===== src/rtl/biu_constants_pkg.sv =====
// Shared BIU definitions.
//   biu_size_t : transfer size encoding carried on the MMU and BIU request buses.
package biu_constants_pkg;

    typedef enum logic [2:0] {
        BYTE    = 3'd0,
        HWORD   = 3'd1,
        WORD    = 3'd2,
        DWORD   = 3'd3,
        QWORD   = 3'd4,
        OCTWORD = 3'd5
    } biu_size_t;

endpackage


===== src/rtl/riscv_mem_reqbuf.sv =====
// riscv_mem_reqbuf
//   Consumer side of the MMU-to-memory request path. Translated requests are
//   queued in a small FIFO, issued to the BIU with a strobe/ack handshake, and
//   their completions are returned to the CPU as a registered ack/q/err pulse.
//
// Ports
//   rst_ni, clk_i       asynchronous active-low reset, rising-edge clock
//   flush_i             drop queued requests, suppress in-flight completions
//   req_i/adr_i/size_i/lock_i/we_i/d_i   request from the MMU stage
//   stall_o             FIFO full, upstream holds its request
//   ack_o/q_o/err_o     completion to the CPU (q_o/err_o hold when ack_o=0)
//   biu_stb_o/biu_stb_ack_i              request handshake to the BIU
//   biu_adr_o/size_o/lock_o/we_o/d_o     head entry payload
//   biu_d_ack_i/biu_q_i/biu_err_i        access completion from the BIU
module riscv_mem_reqbuf
    import biu_constants_pkg::*;
#(
    parameter int XLEN  = 32,
    parameter int PLEN  = XLEN,
    parameter int DEPTH = 2
) (
    input  logic            rst_ni,
    input  logic            clk_i,
    input  logic            flush_i,

    input  logic            req_i,
    input  logic [PLEN-1:0] adr_i,
    input  biu_size_t       size_i,
    input  logic            lock_i,
    input  logic            we_i,
    input  logic [XLEN-1:0] d_i,
    output logic            stall_o,

    output logic            ack_o,
    output logic [XLEN-1:0] q_o,
    output logic            err_o,

    output logic            biu_stb_o,
    input  logic            biu_stb_ack_i,
    output logic [PLEN-1:0] biu_adr_o,
    output biu_size_t       biu_size_o,
    output logic            biu_lock_o,
    output logic            biu_we_o,
    output logic [XLEN-1:0] biu_d_o,
    input  logic            biu_d_ack_i,
    input  logic [XLEN-1:0] biu_q_i,
    input  logic            biu_err_i
);

    localparam int CW = $clog2(DEPTH) + 1;
    localparam int PW = $clog2(DEPTH);

    typedef struct packed {
        logic [PLEN-1:0] adr;
        biu_size_t       size;
        logic            lock;
        logic            we;
        logic [XLEN-1:0] d;
    } entry_t;

    entry_t          mem_q [DEPTH];

    logic [CW-1:0]   fifo_cnt_q, fifo_cnt_d;
    logic [CW-1:0]   out_cnt_q,  out_cnt_d;
    logic [CW-1:0]   disc_cnt_q, disc_cnt_d;
    logic [PW-1:0]   wr_ptr_q,   wr_ptr_d;
    logic [PW-1:0]   rd_ptr_q,   rd_ptr_d;
    logic            ack_q,      ack_d;
    logic            err_q,      err_d;
    logic [XLEN-1:0] q_q,        q_d;

    logic            push;
    logic            pop;
    logic            cmpl;
    entry_t          head;

    assign stall_o   = (fifo_cnt_q == CW'(DEPTH));
    assign biu_stb_o = (fifo_cnt_q != '0) && (out_cnt_q < CW'(DEPTH));

    assign push = req_i && !stall_o && !flush_i;
    assign pop  = biu_stb_o && biu_stb_ack_i;
    // A completion with nothing outstanding is a protocol violation (e.g. a
    // stale response after reset); ignoring it keeps the counters consistent.
    assign cmpl = biu_d_ack_i && (out_cnt_q != '0);

    assign head       = mem_q[rd_ptr_q];
    assign biu_adr_o  = head.adr;
    assign biu_size_o = head.size;
    assign biu_lock_o = head.lock;
    assign biu_we_o   = head.we;
    assign biu_d_o    = head.d;

    assign ack_o = ack_q;
    assign q_o   = q_q;
    assign err_o = err_q;

    always_comb begin
        wr_ptr_d   = wr_ptr_q + PW'(push);
        // Flush empties the queue by collapsing the read pointer onto the
        // write pointer; any push this cycle is already blocked.
        rd_ptr_d   = flush_i ? wr_ptr_q : rd_ptr_q + PW'(pop);
        fifo_cnt_d = flush_i ? '0 : fifo_cnt_q + CW'(push) - CW'(pop);
        // A pop in the flush cycle was accepted by the BIU, so it still counts.
        out_cnt_d  = out_cnt_q + CW'(pop) - CW'(cmpl);

        disc_cnt_d = disc_cnt_q;
        if (flush_i) begin
            disc_cnt_d = out_cnt_d;
        end else if (cmpl && disc_cnt_q != '0) begin
            disc_cnt_d = disc_cnt_q - 1'b1;
        end

        ack_d = cmpl && (disc_cnt_q == '0) && !flush_i;
        q_d   = ack_d ? biu_q_i   : q_q;
        err_d = ack_d ? biu_err_i : err_q;
    end

    always_ff @(posedge clk_i or negedge rst_ni) begin
        if (!rst_ni) begin
            fifo_cnt_q <= '0;
            out_cnt_q  <= '0;
            disc_cnt_q <= '0;
            wr_ptr_q   <= '0;
            rd_ptr_q   <= '0;
            ack_q      <= 1'b0;
            err_q      <= 1'b0;
            q_q        <= '0;
        end else begin
            fifo_cnt_q <= fifo_cnt_d;
            out_cnt_q  <= out_cnt_d;
            disc_cnt_q <= disc_cnt_d;
            wr_ptr_q   <= wr_ptr_d;
            rd_ptr_q   <= rd_ptr_d;
            ack_q      <= ack_d;
            err_q      <= err_d;
            q_q        <= q_d;
        end
    end

    // Payload storage carries no reset; occupancy is tracked by the counters.
    always_ff @(posedge clk_i) begin
        if (push) begin
            mem_q[wr_ptr_q] <= '{adr: adr_i, size: size_i, lock: lock_i, we: we_i, d: d_i};
        end
    end

endmodule


===== config.mk =====
export PLATFORM = sky130hd
export DESIGN_NAME = riscv_mem_reqbuf
export DESIGN_NICKNAME = d
export VERILOG_FILES = /design/src/rtl/biu_constants_pkg.sv /design/src/rtl/riscv_mem_reqbuf.sv
export SDC_FILE = /design/constraint.sdc
export NUM_CORES = 1
export LEC_CHECK = 0
export ABC_AREA = 1
export CORE_MARGIN = 5
export CORE_UTILIZATION = 35
export CTS_CLUSTER_DIAMETER = 50
export DETAILED_ROUTE_END_ITERATION = 7
export PLACE_DENSITY_LB_ADDON = 0.3
export SLEW_MARGIN = 15
export SYNTH_ARGS = -nofsm -noshare
export SYNTH_HDL_FRONTEND = slang
export SYNTH_SLANG_ARGS = --single-unit

===== constraint.sdc =====
create_clock -name clk_i -period 3.9 [get_ports clk_i]
set_input_delay 0.78 -clock clk_i [delete_from_list [all_inputs] [get_ports clk_i]]
set_output_delay 0.78 -clock clk_i [all_outputs]
set_load 0.01 [all_outputs]

== Word level (Yosys, flattened, before mapping) ==
Memory sizes are Yosys's and may differ from the RTL's.
Index checks and enable logic that the tools add are counted.

* Logic and storage cells: 39
* Output and inout port bits: 105
* Bits of input ports: 108
* Register bits: 42
* Memories kept: 1
* Memory bits (writable): 138

* Multiplexer cells: 6
* Order comparisons: 1
* Reductions and logical operators: 15
* Add/sub/neg operators: 7
* Equality and inequality tests: 1

{| class="wikitable"
|+ Memory list
! memory !! depth !! width !! read ports !! clocked after Yosys merged registers in !! wr ports !! line !! text
|-
| mem_q || 2 || 69 || 1 || 0 || 1 || riscv_mem_reqbuf.sv:61 || <nowiki>entry_t mem_q [DEPTH];</nowiki>
|}

{| class="wikitable"
|+ Operator list
! kind !! number
|-
| 1-bit logical AND || 8
|-
| 2-bit nonzero test || 4
|-
| 2-bit 2-to-1 mux || 3
|-
| 2-bit by 1-bit adder with 2-bit output || 2
|-
| 2-bit by 1-bit subtractor with 2-bit output || 2
|-
| 1-bit 2-to-1 mux || 3
|-
| 1-bit adder || 2
|-
| 2-bit equality test, second input constant || 1
|-
| 1-bit zero test || 2
|-
| 2-bit zero test || 1
|-
| 2-bit less-than comparator, second input constant || 1
|-
| 2-bit by 1-bit subtractor with 2-bit output, second input constant || 1
|}

== Longest topological paths before layout ==
* Word-level depth: 7
* Depth in mapped cells: 12
* Mapped depth without buffers: 12

== Worst setup path before layout ==
No wires, ideal clock.

* Path kind: in2reg
* Start: in req_i
* End: mem mem_q[0][0] (netlist bit) (enable)
* Library setup time: 0.435 ns
* Cell stages on the path: 3
* Arrival time: 2.804 ns
* Buffers on the path: 0
* Data required time: 3.465 ns
* Path slack: 0.661 ns
* Cells stage by stage: inv_1 > nor3_1 > ha_1

* Word-level cells in the longest chain between the ends: 4

{| class="wikitable"
|+ RTL lines
! what !! line !! text
|-
| start, declared || riscv_mem_reqbuf.sv:26 || <nowiki>input logic req_i,</nowiki>
|-
| 1-bit logical AND (2 in a row) || riscv_mem_reqbuf.sv:80 || <nowiki>assign push = req_i && !stall_o && !flush_i;</nowiki>
|-
| 1-bit 2-to-1 mux || riscv_mem_reqbuf.sv:142 || <nowiki>if (push) begin</nowiki>
|-
| 1-bit 2-to-1 mux (not written as such) || riscv_mem_reqbuf.sv:143 || <nowiki>mem_q[wr_ptr_q] <= '{adr: adr_i, size: size_i, lock: lock_i, we: we_i, d: d_i};</nowiki>
|-
| end, declared || riscv_mem_reqbuf.sv:61 ||
|}

Every way passes these cells.

== Worst setup path in the final report ==
* Start: reg rd_ptr_q
* End: out biu_adr_o[27]

* Word-level cells in the longest chain between the ends: 1

{| class="wikitable"
|+ RTL lines
! what !! line !! text
|-
| start, declared || riscv_mem_reqbuf.sv:67 || <nowiki>logic [PW-1:0] rd_ptr_q, rd_ptr_d;</nowiki>
|-
| start signal, assigned || riscv_mem_reqbuf.sv:133 || <nowiki>rd_ptr_q <= rd_ptr_d;</nowiki>
|-
| memory 2 x 69 bit || - ||
|-
| end, declared || riscv_mem_reqbuf.sv:40 || <nowiki>output logic [PLEN-1:0] biu_adr_o,</nowiki>
|}

Every way passes these cells.

==> results by group <==
Logic synthesis
  • Mapped cell area: 6850 µm²
  • Syn_area_per_cell: 12.0 µm²
  • Syn nets: 687
  • Synth cell types: 24
  • Multiplexer share of the synthesized area: 0%
  • Synth Area in Compound Gates: 0.219%
  • Largest family of logic cells by synthesized area: simple AND/OR/NAND/NOR gates
  • #FFs+latches synth: 180
  • Post-synthesis instance total: 572
  • Warnings, synthesis: 0
  • Seq/Total Area, Yosys: 75.8%
  • Post-Synth XOR/XNOR Area: 0.128%
  • Adder-cell share of the synthesized area: 1.28%
  • Simple-gate area share of the yosys netlist: 19.6%

STA
  • Post-layout min period: 3.01 ns
  • Setup TNS Final: 0 ns
  • Highest clock rate: 332 MHz
  • Fin crit share: 77.3%
  • Endpoints failing setup: 0
  • Setup Skew: 0.0132 ns
  • Slew HR: 35.4%
  • Fin. Hold Viols: 0
  • Unrepaired setup endpoints after global routing: no
  • Worst slew pin tran: 0.969 ns
  • Slew Limit Fails: 0

Worst setup path
  • Origin of the critical flop-to-flop path: fifo_cnt_q[1]$_DFF_PN0_
  • R2R Setup Slk: 2.02 ns
  • Family with the most delay on the worst path: buffers and inverters
  • Crit path arrival time: 2.23 ns
  • Worst stage delay on the critical path: 0.58 ns
  • Crit-path cells: buf_4 -> nand2_1 -> nand2_1 -> clkdlybuf4s50_1
  • Top cell by count, worst path: nand2_1
  • Critical R2R Capture: mem_q[1][31]$_DFFE_PP_
  • Crit Path Category: register to output pin
  • CP Data Required Time: 3.12 ns
  • Critical Path End Type: output pin
  • CP startpoint kind: register
  • Slowest CP cell: buf_4
  • Critical path peak fanout: 70
  • WP buf/inv: 2
  • Reg2Reg Depth: 6

Routing
  • Total wire length: 15.6 mm
  • Starting DRT DRC Count: 196
  • WL/cell: 14.6 µm
  • Pre-Repair DR Iteration Count: 4
  • Vias per cell: 4.24
  • Routed Antenna Nets: 0
  • Via count: 4535
  • Residual DRC: 0

Min path
  • Worst min path class: register to register
  • Hold Path Sink: q_o[29]$_DFFE_PN0P_
  • Hold Crit Start: q_o[29]$_DFFE_PN0P_
  • Worst Hold Depth: 2

Run status
  • Status: completed

CTS
  • Worst-path clk slew: 0.07 ns
  • Post-CTS Setup Repair Bufs: 0
  • Clk root buf: clkbuf_16
  • Post-CTS Resized: 0
  • CTS tree: yes
  • Clock Latency Late Sink: 0.42 ns
  • Longest Clk Path Bufs: 2
  • H-tree Lvls: 4
  • Total CTS buffers: 17
  • CTS Hold Bufs: 0
  • Clock sinks: 180

Floorplanning
  • Die footprint: 22500 µm²
  • Core area: 19400 µm²
  • Die Width: 150 µm
  • Num ports: 213
  • Initial Util: 35.3%
  • Die Y: 150 µm
  • Row count: 51

Placement
  • Port bufs: 212
  • Placed Area: 9310 µm²
  • DP Wirelength: 10.7 mm
  • Global placer's final weighted congestion: 0.716

Pwr
  • Pleak: 4.10 nW
  • Total power: 6.63 mW
  • VDD IR max: 314 µV
  • Pwr Density: 668 nW/µm²

GRT
  • First-pass GRT wire length: 24.2 mm
  • Global route total overflow: 0
  • Vias in the first global route: 4606
  • Largest net degree at the start of global routing: 71
  • Initial antenna violation count: 1
  • Overall global routing resource usage: 14.0%

Final layout
  • # diodes: 0
  • Share of layout cells above drive strength 1: 7.34%
  • Layout area overhead: 44.8%
  • Final nets: 906
  • Design area: 9920 µm²

Run
  • Max Cap Violations: 0
worst register-to-register path, cell delays in order (launching register included):
cell     delay [ns]
dfrtp_1        0.40
inv_1          0.10
nor2_1         0.07
nor3_1         0.16
buf_4          0.18
ha_4           0.36
buf_4          0.31
metrics by stage:
stage                     util [%]  instances  hold WS (ns)  setup WS (ns)
after global placement        48.0       1037         0.460           1.13
after detailed placement      48.0       1037         0.465           1.10
after floorplan                  -        572         0.474          0.661
after global routing          51.1       1069         0.508          0.715
final                         51.1       1069         0.478          0.886
after CTS                     51.1       1069         0.484          0.847
cells in the final DEF (no fill, tap or decap), drive strengths merged:
master	synthesis	routed
nor2	6	6
clkinv	0	4
buf	10	10
edfxtp	138	138
nor3	1	1
clkinvlp	0	1
nand2	320	320
and2	1	1
a21oi	1	1
nand3	8	8
clkbuf	11	17
nand4	2	2
clkdlybuf4s50	0	211
ha	7	7
dfrtp	42	42
o21ai	2	2
inv	22	31
bufinv	0	1
xor2	1	1
cells in the mapped netlist, drive strengths merged:
master | n | area [µm²]
xor2 | 1 | 8.76
clkbuf | 11 | 41.3
nor3 | 1 | 5.00
inv | 22 | 85.1
dfrtp | 42 | 1050
ha | 7 | 87.6
nand3 | 8 | 52.6
nand2 | 320 | 1220
buf | 10 | 80.1
edfxtp | 138 | 4140
nand4 | 2 | 12.5
nor2 | 6 | 41.3
a21oi | 1 | 5.00
and2 | 1 | 6.26
o21ai | 2 | 10.0
flip-flops by register name (all words and copies together), names as in the netlist:
signal	flops
ack_o	1
disc_cnt_q	2
err_o	1
fifo_cnt_q	2
mem_q	138
out_cnt_q	2
q_o	32
rd_ptr_q	1
wr_ptr_q	1
per-layer routing:
layer / routed length (µm) / GRT usage [%]
met5: 7 / 0
met3: 1680 / 6.06
met2: 7270 / 22.4
met1: 6410 / 17.1
met4: 213 / 4.48
cells by family (layout without fill, tap and decap cells):
kind of cell | Yosys count | count (layout)
AND/OR/NAND/NOR | 338 | 338
buffers and inverters | 43 | 275
adder cells (fa/ha/maj) | 7 | 7
XOR/XNOR | 1 | 1
flip-flops | 180 | 180
AO/OA/AOI/OAI | 3 | 3
area by class of cell:
cell class                 instances  area, µm²
clock inverter                    15        184
sequential                       180       5200
clock buffer                      17        425
multi-input combinational        349       1480
inverter                          22       85.1
tap                              265        332
timing repair buffer             221       2220
fill                            1724       9480
power by group:
group,internal [mW],switching [mW]
Combinational,1.14,1.16
Clock,0.928,0.798
Sequential,2.45,0.152
Total,4.52,2.11
how the worst max path moves through the flow:
stage | from | to | slack [ns] | depth (start not counted)
floorplan | req_i | mem_q[0][0]$_DFFE_PP_ | 0.66 | 3
global placement | flush_i | mem_q[0][21]$_DFFE_PP_ | 1.13 | 5
detailed placement | flush_i | mem_q[1][31]$_DFFE_PP_ | 1.10 | 5
CTS | rd_ptr_q$_DFF_PN0_ | biu_adr_o[27] | 0.85 | 4
global route | rd_ptr_q$_DFF_PN0_ | biu_adr_o[18] | 0.72 | 4
finish | rd_ptr_q$_DFF_PN0_ | biu_adr_o[27] | 0.89 | 4
(Power assumes the default switching activity.)
